### src/rtl/arc4_pkg.sv
// Constants and state encoding shared by the ARC4 key-search controller and
// the top-level HEX display logic.
package arc4_pkg;
    localparam int unsigned ARC4_KEY_W    = 24;
    localparam logic [7:0]  ARC4_ASCII_LO = 8'h20;
    localparam logic [7:0]  ARC4_ASCII_HI = 8'h7E;

    typedef enum logic [3:0] {
        ST_IDLE      = 4'd0,
        ST_LAUNCH    = 4'd1,
        ST_WAIT_BUSY = 4'd2,
        ST_WAIT_DONE = 4'd3,
        ST_RD_LEN    = 4'd4,
        ST_SCAN      = 4'd5,
        ST_NEXT      = 4'd6,
        ST_FOUND     = 4'd7,
        ST_DONE      = 4'd8
    } crack_state_t;
endpackage

### src/rtl/ascii_check.sv
// Range compare of one plaintext byte against the accepted printable window.
module ascii_check #(
    parameter logic [7:0] LO = 8'h20,
    parameter logic [7:0] HI = 8'h7E
) (
    input  logic [7:0] byte_i,
    output logic       ok_o
);
    assign ok_o = (byte_i >= LO) && (byte_i <= HI);
endmodule

### src/rtl/arc4_crack_ctrl.sv
// Brute-force key search: runs the arc4 core once per candidate key and scans
// the plaintext it wrote, stopping on the first all-printable result.
//
// state        | meaning
// IDLE         | rdy high, waiting for en
// LAUNCH       | wait for core idle, then pulse arc4_en with current candidate
// WAIT_BUSY    | wait for core to drop rdy (ignores stale rdy after the pulse)
// WAIT_DONE    | wait for core to finish, point pt_addr at the length byte
// RD_LEN       | two cycles: cover read latency, then capture length
// SCAN         | check bytes 1..len, one read in flight
// NEXT         | step candidate or give up when the key space is exhausted
// FOUND        | latch the winning key
// DONE         | raise rdy and return to IDLE
module arc4_crack_ctrl import arc4_pkg::*; #(
    parameter int unsigned      KEY_W     = ARC4_KEY_W,
    parameter logic [KEY_W-1:0] KEY_START = '0,
    parameter int unsigned      KEY_STEP  = 1,
    parameter logic [7:0]       ASCII_LO  = ARC4_ASCII_LO,
    parameter logic [7:0]       ASCII_HI  = ARC4_ASCII_HI
) (
    input  logic             clk_i,
    input  logic             rst_i,
    input  logic             en_i,
    output logic             rdy_o,
    output logic             key_valid_o,
    output logic [KEY_W-1:0] key_o,
    output logic             arc4_en_o,
    input  logic             arc4_rdy_i,
    output logic [KEY_W-1:0] arc4_key_o,
    output logic [7:0]       pt_addr_o,
    input  logic [7:0]       pt_rddata_i
);
    crack_state_t     state_q, state_d;
    logic             rdy_q, rdy_d;
    logic             key_valid_q, key_valid_d;
    logic [KEY_W-1:0] key_q, key_d;
    logic [KEY_W-1:0] cand_q, cand_d;
    logic             arc4_en_q, arc4_en_d;
    logic [7:0]       pt_addr_q, pt_addr_d;
    logic [7:0]       len_q, len_d;
    logic [7:0]       idx_q, idx_d;
    logic             lat_q, lat_d;
    logic             byte_ok;
    logic [KEY_W:0]   cand_sum;

    ascii_check #(.LO(ASCII_LO), .HI(ASCII_HI)) u_ascii_check (
        .byte_i (pt_rddata_i),
        .ok_o   (byte_ok)
    );

    // One extra bit so running off the top of the key space is visible.
    assign cand_sum = {1'b0, cand_q} + (KEY_W+1)'(KEY_STEP);

    always_comb begin
        state_d     = state_q;
        rdy_d       = rdy_q;
        key_valid_d = key_valid_q;
        key_d       = key_q;
        cand_d      = cand_q;
        arc4_en_d   = 1'b0;
        pt_addr_d   = pt_addr_q;
        len_d       = len_q;
        idx_d       = idx_q;
        lat_d       = lat_q;
        case (state_q)
            ST_IDLE: if (en_i) begin
                cand_d      = KEY_START;
                key_valid_d = 1'b0;
                rdy_d       = 1'b0;
                state_d     = ST_LAUNCH;
            end
            ST_LAUNCH: if (arc4_rdy_i) begin
                arc4_en_d = 1'b1;
                state_d   = ST_WAIT_BUSY;
            end
            ST_WAIT_BUSY: if (!arc4_rdy_i) state_d = ST_WAIT_DONE;
            ST_WAIT_DONE: if (arc4_rdy_i) begin
                pt_addr_d = 8'd0;
                lat_d     = 1'b0;
                state_d   = ST_RD_LEN;
            end
            ST_RD_LEN: begin
                if (!lat_q) begin
                    lat_d     = 1'b1;
                    pt_addr_d = 8'd1;
                end else begin
                    len_d     = pt_rddata_i;
                    idx_d     = 8'd1;
                    pt_addr_d = 8'd2;
                    state_d   = (pt_rddata_i == 8'd0) ? ST_FOUND : ST_SCAN;
                end
            end
            // pt_rddata_i holds byte idx_q while address idx_q+1 is in flight.
            ST_SCAN: begin
                if (!byte_ok) begin
                    state_d = ST_NEXT;
                end else if (idx_q == len_q) begin
                    state_d = ST_FOUND;
                end else begin
                    idx_d     = idx_q + 8'd1;
                    pt_addr_d = pt_addr_q + 8'd1;
                end
            end
            ST_NEXT: begin
                if (cand_sum[KEY_W]) begin
                    state_d = ST_DONE;
                end else begin
                    cand_d  = cand_sum[KEY_W-1:0];
                    state_d = ST_LAUNCH;
                end
            end
            ST_FOUND: begin
                key_d       = cand_q;
                key_valid_d = 1'b1;
                state_d     = ST_DONE;
            end
            ST_DONE: begin
                rdy_d   = 1'b1;
                state_d = ST_IDLE;
            end
            default: state_d = ST_IDLE;
        endcase
    end

    always_ff @(posedge clk_i or posedge rst_i) begin
        if (rst_i) begin
            state_q     <= ST_IDLE;
            rdy_q       <= 1'b1;
            key_valid_q <= 1'b0;
            key_q       <= '0;
            cand_q      <= KEY_START;
            arc4_en_q   <= 1'b0;
            pt_addr_q   <= 8'd0;
            len_q       <= 8'd0;
            idx_q       <= 8'd0;
            lat_q       <= 1'b0;
        end else begin
            state_q     <= state_d;
            rdy_q       <= rdy_d;
            key_valid_q <= key_valid_d;
            key_q       <= key_d;
            cand_q      <= cand_d;
            arc4_en_q   <= arc4_en_d;
            pt_addr_q   <= pt_addr_d;
            len_q       <= len_d;
            idx_q       <= idx_d;
            lat_q       <= lat_d;
        end
    end

    assign rdy_o       = rdy_q;
    assign key_valid_o = key_valid_q;
    assign key_o       = key_q;
    assign arc4_en_o   = arc4_en_q;
    assign arc4_key_o  = cand_q;
    assign pt_addr_o   = pt_addr_q;
endmodule

### config.mk
export PLATFORM = sky130hd
export DESIGN_NAME = arc4_crack_ctrl
export DESIGN_NICKNAME = d
export VERILOG_FILES = /design/src/rtl/arc4_pkg.sv /design/src/rtl/ascii_check.sv /design/src/rtl/arc4_crack_ctrl.sv
export SDC_FILE = /design/constraint.sdc
export NUM_CORES = 1
export LEC_CHECK = 0
export ABC_AREA = 1
export BUFFER_PORTS_ARGS = -buffer_cell sky130_fd_sc_hd__buf_2
export CORE_UTILIZATION = 60
export CTS_CLUSTER_DIAMETER = 50
export DETAILED_ROUTE_END_ITERATION = 16
export PLACE_DENSITY = 0.84
export SYNTH_ARGS = -nofsm -noshare
export SYNTH_HDL_FRONTEND = slang
export SYNTH_SLANG_ARGS = --single-unit
### constraint.sdc
create_clock -name clk_i -period 6.45 [get_ports clk_i]
set_input_delay 0.3225 -clock clk_i [delete_from_list [all_inputs] [get_ports clk_i]]
set_output_delay 0.3225 -clock clk_i [all_outputs]
set_load 0.01 [all_outputs]
==> out/results.ini, run 1 <==
[status]
outcome = complete, no violations

[critical_path]
cp-start-kind = flop
worstPathRequired_ns = 6.71
path_common_cell = inv_2
worstSetupStartpoint = state_q[3]
critPathMaxFanout = 37
cp_slowest_cell = nor3_4
timing.rr.start = state_q[3]
cp_data_arrival_time_ns = 2.78
endpoint_kind = flop
reg2reg_slack_ns = 3.94
r2r-end = arc4_key_o[17]
reg2reg_depth = 7
cpPeakStageDelay_ns = 0.70
crit_path_cell_trace = inv_2 > nand2_4 > nor3_4 > inv_2 > nand2_2 > nand3_4 > o21ai_0
critPathKind = flop to flop

[routing]
drtIter0Drc = 273
ant_nets = 0
top_layer = met4
viasPerCell = 5.45
met2_length_um = 5230
wire_per_inst_um = 13.9
drcViolationCount = 0
wirelength_met1_um = 4550
met3_length_um = 524
firstDrtPassIters = 5
dr_total_vias = 4122
wl_um = 10500

[logic_synthesis]
post_synth_num_cell_types = 35
ys_seq_area_share_pct = 44.6
syn_area_per_cell_um2 = 7.71
synth_seq_cells = 80
ys_warn_count = 0
syn_area_um2 = 4490
synth_cells = 583
syn_nets = 598

[finish]
layout_common_cells = 195 x nand2_1, 79 x dfrtp_1, 70 x buf_2
nets = 667
syn_to_final_growth_pct = 13.4
diodes = 0
mostFrequentLayoutCell = nand2_1
final_layout_size_suffix_gt1_share_pct = 21.2
fillers = 599

[power]
p_leak_nw = 2.48
p_per_area_nw_per_um2 = 291
p_comb_share_pct = 30.6
p_sw_uw = 575
irDropWorstVdd_v = 0.000129
internal_power_uw = 909
power_frac_clock_pct = 26.4
seqPwrFrac_pct = 43.0
swShare_pct = 38.7

[timing]
fmax_mhz = 398
tightest_slew_ns = 1.00
skew_ns = 0.0118
rsz0062_at_grt = false
setup_viol = 0
drv_slew = 0
hold_viol_final = 0
timing.hold.ws_ns = 0.248
period_share_pct = 39.0
slew_headroom_pct = 33.0
finalSetupTns_ns = 0
fin_crit_ns = 2.51
worst_slack_ns = 3.94

[worst_hold_path]
holdPathEnd = len_q[3]
holdPathStages = 3
min_path_type = input pin to flop
min_from = pt_rddata_i[3]

[die]
coreArea_um2 = 7250
ios = 71
die_w_um = 88.5
die_h_um = 88.5
rows = 31
initial_core_util_pct = 61.9
die_area_um2 = 7840

[grt]
antenna_found_initial = 0
grt_pass1_wl_um = 17500
grtUsageTotal_pct = 29.3
overflow = 0
grt_max_degree = 81
grt_pass1_vias = 3785

[clock_network]
cts_max_level = 3
cts_made_buffers = 9
clk_transition_reported_paths_ns = 0.09
cts_tree = built
clk-insertion-delay-late_ns = 0.37
cts_root_buf = clkbuf_8
hold_buffers = 0
postCtsSetupBuffers = 0
cts_buffer_depth = 2
cts-resized-gates = 0
clock-sinks = 80

[placed_design]
gp_congestion = 0.962
pre_cts_ws_ns = 3.98
hpwlAfterDp_um = 7620
io_buffer_count = 70

[run]
max-cap-violations = 0

## per-stage QoR
stage	util, %	total power [mW]	instance area [µm²]	cells
after global placement	67.4	1.07	4890	740
after global routing	70.2	1.58	5090	756
after detailed placement	67.4	1.10	4890	740
after floorplan	-	1.02	4490	583
after CTS	70.2	1.49	5090	756
final	70.2	1.48	5090	756
## flip-flops by register name (all words and copies together), names as in the netlist
signal and count:
arc4_key_o 24, key_o 24, idx_q 8, len_q 8, pt_addr_o 8, state_q 4
arc4_en_o 1, key_valid_o 1, lat_q 1, rdy_o 1
## critical path, delay by kind of cell (launching register included)
family,cells,cell delay [ns]
AO/OA/AOI/OAI,1,0.33
AND/OR/NAND/NOR,4,1.33
buffers and inverters,2,0.33
flip-flops,1,0.42
## per-layer routing
metal / GRT usage [%] / up-vias
li1: - / 2006
met1: 36.7 / 1956
met2: 49.5 / 130
met3: 7.09 / 30
met4: 10.3 / 0
met5: 0 / -
## how the worst max path moves through the flow
stage | end | slack (ns) | cells past startpoint
final | arc4_key_o[17] | 3.94 | 7
after global placement | arc4_key_o[9] | 4.11 | 8
after CTS | arc4_key_o[17] | 3.94 | 7
after floorplan | arc4_en_o | 4.08 | 1
after global routing | arc4_key_o[17] | 3.69 | 7
after detailed placement | arc4_key_o[9] | 3.98 | 8
## area by class of cell
class	count	area (µm²)	area share, %
multi-input cells	436	2190	43.1
flip-flops and latches	80	2000	39.3
repair buffers	72	365	7.17
inverters	53	200	3.93
clock buffers	11	151	2.97
well taps	99	124	2.43
clock inverters	5	55.1	1.08
## power groups by stage
stage          combinational [mW]  sequential [mW]  clock (mW)
2_1_floorplan               0.379            0.638           0
3_3_place_gp                0.431            0.641           0
3_5_place_dp                0.450            0.646           0
4_1_cts                     0.455            0.637       0.395
5_1_grt                     0.510            0.647       0.418
6_report                    0.454            0.638       0.392
## Yosys cell counts
master | instances | area, µm²
nand2_1 | 195 | 732
nand3_1 | 55 | 275
dfrtp_1 | 79 | 1980
buf_6 | 2 | 22.5
inv_1 | 47 | 176
nand3_4 | 2 | 35.0
nor2_2 | 3 | 18.8
xnor2_1 | 10 | 87.6
nand2_4 | 1 | 11.3
nor2_4 | 3 | 33.8
nand4_1 | 9 | 56.3
xor2_1 | 13 | 114
nand3_2 | 2 | 20.0
buf_8 | 2 | 30.0
inv_2 | 5 | 18.8
o31ai_1 | 1 | 7.51
o21ai_0 | 40 | 200
or2_2 | 1 | 6.26
a21oi_4 | 2 | 32.5
o21ai_1 | 5 | 25.0
mux2_2 | 5 | 56.3
a21oi_1 | 3 | 15.0
dfstp_2 | 1 | 26.3
nor3b_1 | 2 | 15.0
buf_4 | 1 | 7.51
nor3_1 | 4 | 20.0
nand3b_1 | 1 | 7.51
ha_1 | 3 | 37.5
nor2_1 | 51 | 191
clkinv_1 | 1 | 3.75
buf_2 | 2 | 10.0
clkbuf_1 | 7 | 26.3
nor3_4 | 1 | 16.3
o21ai_2 | 12 | 105
nand2_2 | 12 | 75.1
## logic make-up (layout without fill, tap and decap cells)
| kind of cell | count (synthesis) | count (layout) | share of synthesized area, % |
|---|---|---|---|
| buffers and inverters | 67 | 141 | 6.57 |
| AOI/OAI and AO/OA | 63 | 63 | 8.58 |
| adders and majority gates | 3 | 3 | 0.836 |
| DFF | 80 | 80 | 44.6 |
| muxes | 5 | 5 | 1.25 |
| xor gates and xnor gates | 23 | 23 | 4.48 |
| and+or+nand+nor | 342 | 342 | 33.7 |
No activity file was read; power rests on OpenSTA's default activity.
==> run 2, diff against run 1 <==
Settings changed: ABC_AREA 1 to 0, CORE_UTILIZATION 60 to 50, PLACE_DENSITY 0.84 to 0.75.
Clock period 6.45 ns to 2.2 ns, I/O delays scaled along.
==> out/results.ini, run 2 <==
[power]
power_frac_clock_pct = 25.7
irDropWorstVdd_v = 0.000444
p_leak_nw = 2.43
p_sw_mw = 1.40
p_per_area_nw_per_um2 = 826
swShare_pct = 34.5
p_comb_share_pct = 29.3
seqPwrFrac_pct = 44.9
internal_power_mw = 2.67

[timing]
slew_headroom_pct = 59.5
period_share_pct = 93.2
setup_viol = 0
tightest_slew_ns = 0.605
fmax_mhz = 488
finalSetupTns_ns = 0
fin_crit_ns = 2.05
drv_slew = 0
hold_viol_final = 0
rsz0062_at_grt = false
skew_ns = 0.0116

[critical_path]
cp_num_buf_inv = 0
reg2reg_slack_ns = 0.15
endpoint_kind = flop
cp_slowest_cell = or3_2
cp_data_arrival_time_ns = 2.32
crit_family = simple AND/OR/NAND/NOR gates
worstPathRequired_ns = 2.47
reg2reg_depth = 5
r2r-end = arc4_key_o[6]
cp-start-kind = flop
crit_path_cell_trace = or3b_1 > a21oi_2 > o211ai_1 > or3_2 > a21oi_1
timing.rr.start = state_q[1]
cpPeakStageDelay_ns = 0.46
critPathKind = flop to flop
critPathMaxFanout = 6

[routing]
drcViolationCount = 0
drtIter0Drc = 233
firstDrtPassIters = 5
dr_total_vias = 3485
viasPerCell = 5.69
wl_um = 9130
ant_nets = 0
wire_per_inst_um = 14.9

[die]
ios = 71
die_area_um2 = 8380
die_w_um = 91.5
initial_core_util_pct = 51.8
die_h_um = 91.5
coreArea_um2 = 7730
rows = 32

[logic_synthesis]
syn_area_um2 = 4010
yosysTopAreaCell = dfrtp_1
synth.most_common_cell = dfrtp_1
netlist.area_leader.share_pct = 49.3
synth-edff-count = 0
syn_nets = 416
synthTopCellsByCount = 79 x dfrtp_1, 65 x nand2_1, 24 x mux2_2, 24 x nor2_1, 20 x a21oi_1
synth_ff_type = dfrtp_1
yosys-top-cells-area = dfrtp_1 49%, mux2_2 6.7%, nand2_1 6.1%
syn_area_per_cell_um2 = 9.99
synth_cells = 401
ys_seq_area_share_pct = 50.0
synth_seq_cells = 80
ys_warn_count = 0
synthArstFlopShare_pct = 100
post_synth_num_cell_types = 61

[worst_hold_path]
holdPathStages = 3
holdPathEnd = arc4_en_o
min_from = arc4_rdy_i
min_path_type = input pin to flop

[clock_network]
cts_max_level = 3
cts_buffer_depth = 2
postCtsSetupBuffers = 0
clock-sinks = 80
cts_root_buf = clkbuf_8
cts_tree = built
clk-insertion-delay-late_ns = 0.35
cts_made_buffers = 9
clk_transition_reported_paths_ns = 0.08

[finish]
layoutNonFillerInstCount = 612
fillers = 648
final_layout_size_suffix_gt1_share_pct = 31.2
diodes = 0
design_area_um2 = 4940
syn_to_final_growth_pct = 23.2
mostFrequentLayoutCell = dfrtp_1
nets = 520
layout_common_cells = 79 x dfrtp_1, 70 x buf_2, 65 x nand2_1

[placed_design]
io_buffer_count = 70
gp_congestion = 0.864
hpwlAfterDp_um = 6480
dp_cells = 587
detailed_place.area_um2 = 4640

[grt]
grt_pass1_wl_um = 15600
grtUsageTotal_pct = 23.3
grt_max_degree = 52
grt_pass1_vias = 3363
overflow = 0
antenna_found_initial = 0

[status]
outcome = complete, no violations

[run]
max-cap-violations = 0

## run 2: changes by cell type in the layout (fill, tap and decap cells not counted), sizes merged, moves of 16 or more
| cell | change |
|---|---|
| o21ai | -35 |
| a21oi | +16 |
| nand2 | -143 |
| nand3 | -47 |
| buf | +26 |
| mux2 | +19 |
| nor2 | -33 |
| inv | -45 |
## run 2: timing repair
| item | 4_1_cts | 5_1_grt |
|---|---|---|
| hold buffers | 9 | 0 |
| endpoints found under the setup margin | 0 | 3 |
| resized for setup | 0 | 3 |
| endpoints found under the hold margin | 37 | 0 |
## run 2: worst max-delay path by stage
stage / from / to / slack [ns] / depth (start not counted)
4_1_cts: state_q[1] / arc4_key_o[23] / 0.12 / 5
3_5_place_dp: state_q[1] / arc4_key_o[23] / 0.14 / 5
3_3_place_gp: state_q[1] / arc4_key_o[23] / 0.19 / 5
5_1_grt: state_q[1] / pt_addr_o[5] / 0.009 / 7
2_1_floorplan: rst_i / arc4_en_o / 0.04 / 1
6_report: state_q[1] / arc4_key_o[6] / 0.15 / 5
## run 2: kinds of logic after synthesis
| logic type | count (synthesis) | synth area share [%] |
|---|---|---|
| AND/OR/NAND/NOR | 176 | 23.2 |
| flip-flops | 80 | 50.0 |
| AO/OA/AOI/OAI | 79 | 12.7 |
| multiplexers | 29 | 8.00 |
| buffers and inverters | 21 | 2.31 |
| XOR/XNOR | 13 | 2.84 |
| adder cells (fa/ha/maj) | 3 | 0.937 |
## run 2: metal layers
layer / GRT usage [%] / part of all wire (%)
met5: 0 / 0
met4: 7.94 / 1.8
met3: 4.02 / 3.2
met2: 39.0 / 50
met1: 30.5 / 45
## run 2: layout make-up
class                   instances  area, µm²  area share, %
flip-flops and latches         80       2000           40.6
multi-input cells             300       1930           39.0
repair buffers                107        663           13.4
clock buffers                  10        128           2.59
well taps                     102        128           2.59
clock inverters                 6       60.1           1.22
inverters                       7       27.5          0.558
## run 2: power by group through the flow
| stage | Clock (mW) | Combinational, mW | Sequential (mW) |
|---|---|---|---|
| 4_1_cts | 1.07 | 1.19 | 1.83 |
| 5_1_grt | 1.14 | 1.34 | 1.86 |
| 3_3_place_gp | 0 | 1.14 | 1.85 |
| 3_5_place_dp | 0 | 1.18 | 1.86 |
| 6_report | 1.05 | 1.20 | 1.83 |
| 2_1_floorplan | 0 | 0.788 | 1.86 |
## run 2: through the flow
step	setup slack, ns	total power, mW	hold slack, ns	utilization, %
6_report	0.150	4.07	0.0472	63.9
5_1_grt	0.00930	4.34	0.0607	63.9
4_1_cts	0.120	4.10	0.0370	63.7
3_5_place_dp	0.135	3.03	0.176	60.1
3_3_place_gp	0.194	2.99	0.163	60.1
2_1_floorplan	0.0399	2.65	0.215	-
## run 2: tightest hold or removal path, stage by stage
cell and delay [ns]:
buf_2 0.14, nand2_1 0.06, nor3_1 0.04
==> run 3, diff against run 2 <==
Settings changed: CORE_ASPECT_RATIO set to 0.7.
==> out/results.ini, run 3 (synthesized netlist as in run 2, its figures left out) <==
[timing]
skew_ns = 0.00948
setup_viol = 0
fmax_mhz = 481
drv_slew = 0
worst_slack_ns = 0.123
hold_viol_final = 0
rsz0062_at_grt = false
finalSetupTns_ns = 0
period_share_pct = 94.4
tightest_slew_ns = 0.598
slew_headroom_pct = 60.1
fin_crit_ns = 2.08

[clock_network]
cts_buffer_depth = 2
cts_made_buffers = 9
cts_tree = built
clock-sinks = 80
clk_transition_reported_paths_ns = 0.06
cts_max_level = 3
cts_root_buf = clkbuf_16
clk-insertion-delay-late_ns = 0.34

[placed_design]
pre_cts_ws_ns = 0.0960
dp_cells = 583
gp_congestion = 0.887
io_buffer_count = 70
hpwlAfterDp_um = 6980

[routing]
ant_nets = 0
wirelength_met1_um = 4820
viasPerCell = 6.05
top_layer = met4
wl_um = 10100
dr_total_vias = 3635
wire_per_inst_um = 16.8
met2_length_um = 4550
firstDrtPassIters = 5
drcViolationCount = 0
drtIter0Drc = 284
met3_length_um = 601

[critical_path]
endpoint_kind = flop
cp_slowest_cell = or4_1
reg2reg_slack_ns = 0.12
cpPeakStageDelay_ns = 0.50
cp-start-kind = flop
reg2reg_depth = 5
crit_path_cell_trace = or3b_1 > a21oi_4 > o21ai_4 > or4_1 > a21oi_1
worstPathRequired_ns = 2.45
critPathMaxFanout = 15
cp_data_arrival_time_ns = 2.33
critPathKind = flop to flop

[die]
die_h_um = 76.9
coreArea_um2 = 7510
rows = 26
die_area_um2 = 8380
initial_core_util_pct = 53.3
ios = 71
die_w_um = 109

[grt]
grt_max_degree = 48
grtUsageTotal_pct = 26.3
overflow = 0
antenna_found_initial = 0
grt_pass1_vias = 3399
grt_pass1_wl_um = 17100

[finish]
syn_to_final_growth_pct = 25.1
layout_common_cells = 79 x dfrtp_1, 70 x buf_2, 65 x nand2_1
final_layout_size_suffix_gt1_share_pct = 31.6
layoutNonFillerInstCount = 601
nets = 513
mostFrequentLayoutCell = dfrtp_1
diodes = 0

[status]
outcome = complete, no violations

[worst_hold_path]
holdPathStages = 3
min_path_type = input pin to flop

[power]
irDropWorstVdd_v = 0.000551
p_leak_nw = 2.48
p_per_area_nw_per_um2 = 949

[run]
max-cap-violations = 0

run 3: worst paths after layout:
kind | startpoint | end
min | pt_rddata_i[4] | len_q[4]
min reg2reg | len_q[7] | len_q[7]
max in group asynchronous | rst_i | arc4_key_o[17]
min in group asynchronous | rst_i | pt_addr_o[6]
max reg2reg | state_q[1] | arc4_key_o[14]
max | state_q[1] | arc4_key_o[14]
run 3: final cells by class:
type / count / area, µm²
sequential: 80 / 2000
clock inverter: 6 / 108
fill: 611 / 2500
timing repair buffer: 100 / 591
clock buffer: 10 / 229
tap: 98 / 123
multi-input combinational: 300 / 1930
inverter: 7 / 27.5
run 3: report_power, final:
part           switching [mW]  internal [mW]  leakage [nW]  total, mW
combinational           0.732          0.476          1.23       1.21
clock                   0.585           1.10         0.162       1.69
sequential              0.194           1.67          1.09       1.86
run 3: routing by layer:
metal	GRT usage, %	up-vias
met3	5.95	12
met1	38.6	1826
met5	0	-
met2	39.1	124
met4	6.62	0
li1	-	1673
run 3: what timing repair did:
action | in CTS | in global routing
gates resized for setup | 0 | 3
hold endpoints to repair | 32 | 0
setup endpoints to repair | 0 | 9
buffers inserted | 0 | 1
hold buffers | 1 | 0
run 3: worst max-delay path: cells and delay by family (launching register included):
family	cells	cell delay, ns
and+or+nand+nor	2	0.95
AOI/OAI and AO/OA	3	0.63
DFF	1	0.40
run 3: metrics by stage:
| stage | cell area, µm² | utilization [%] | hold WS, ns | power [mW] |
|---|---|---|---|---|
| detailed placement | 4640 | 61.7 | 0.202 | 3.04 |
| CTS | 4980 | 66.3 | 0.00432 | 4.74 |
| global route | 5010 | 66.7 | 0.0146 | 4.98 |
| floorplan | 4010 | - | 0.215 | 2.65 |
| global placement | 4640 | 61.7 | 0.204 | 2.98 |
| finish | 5010 | 66.7 | 0.00730 | 4.76 |
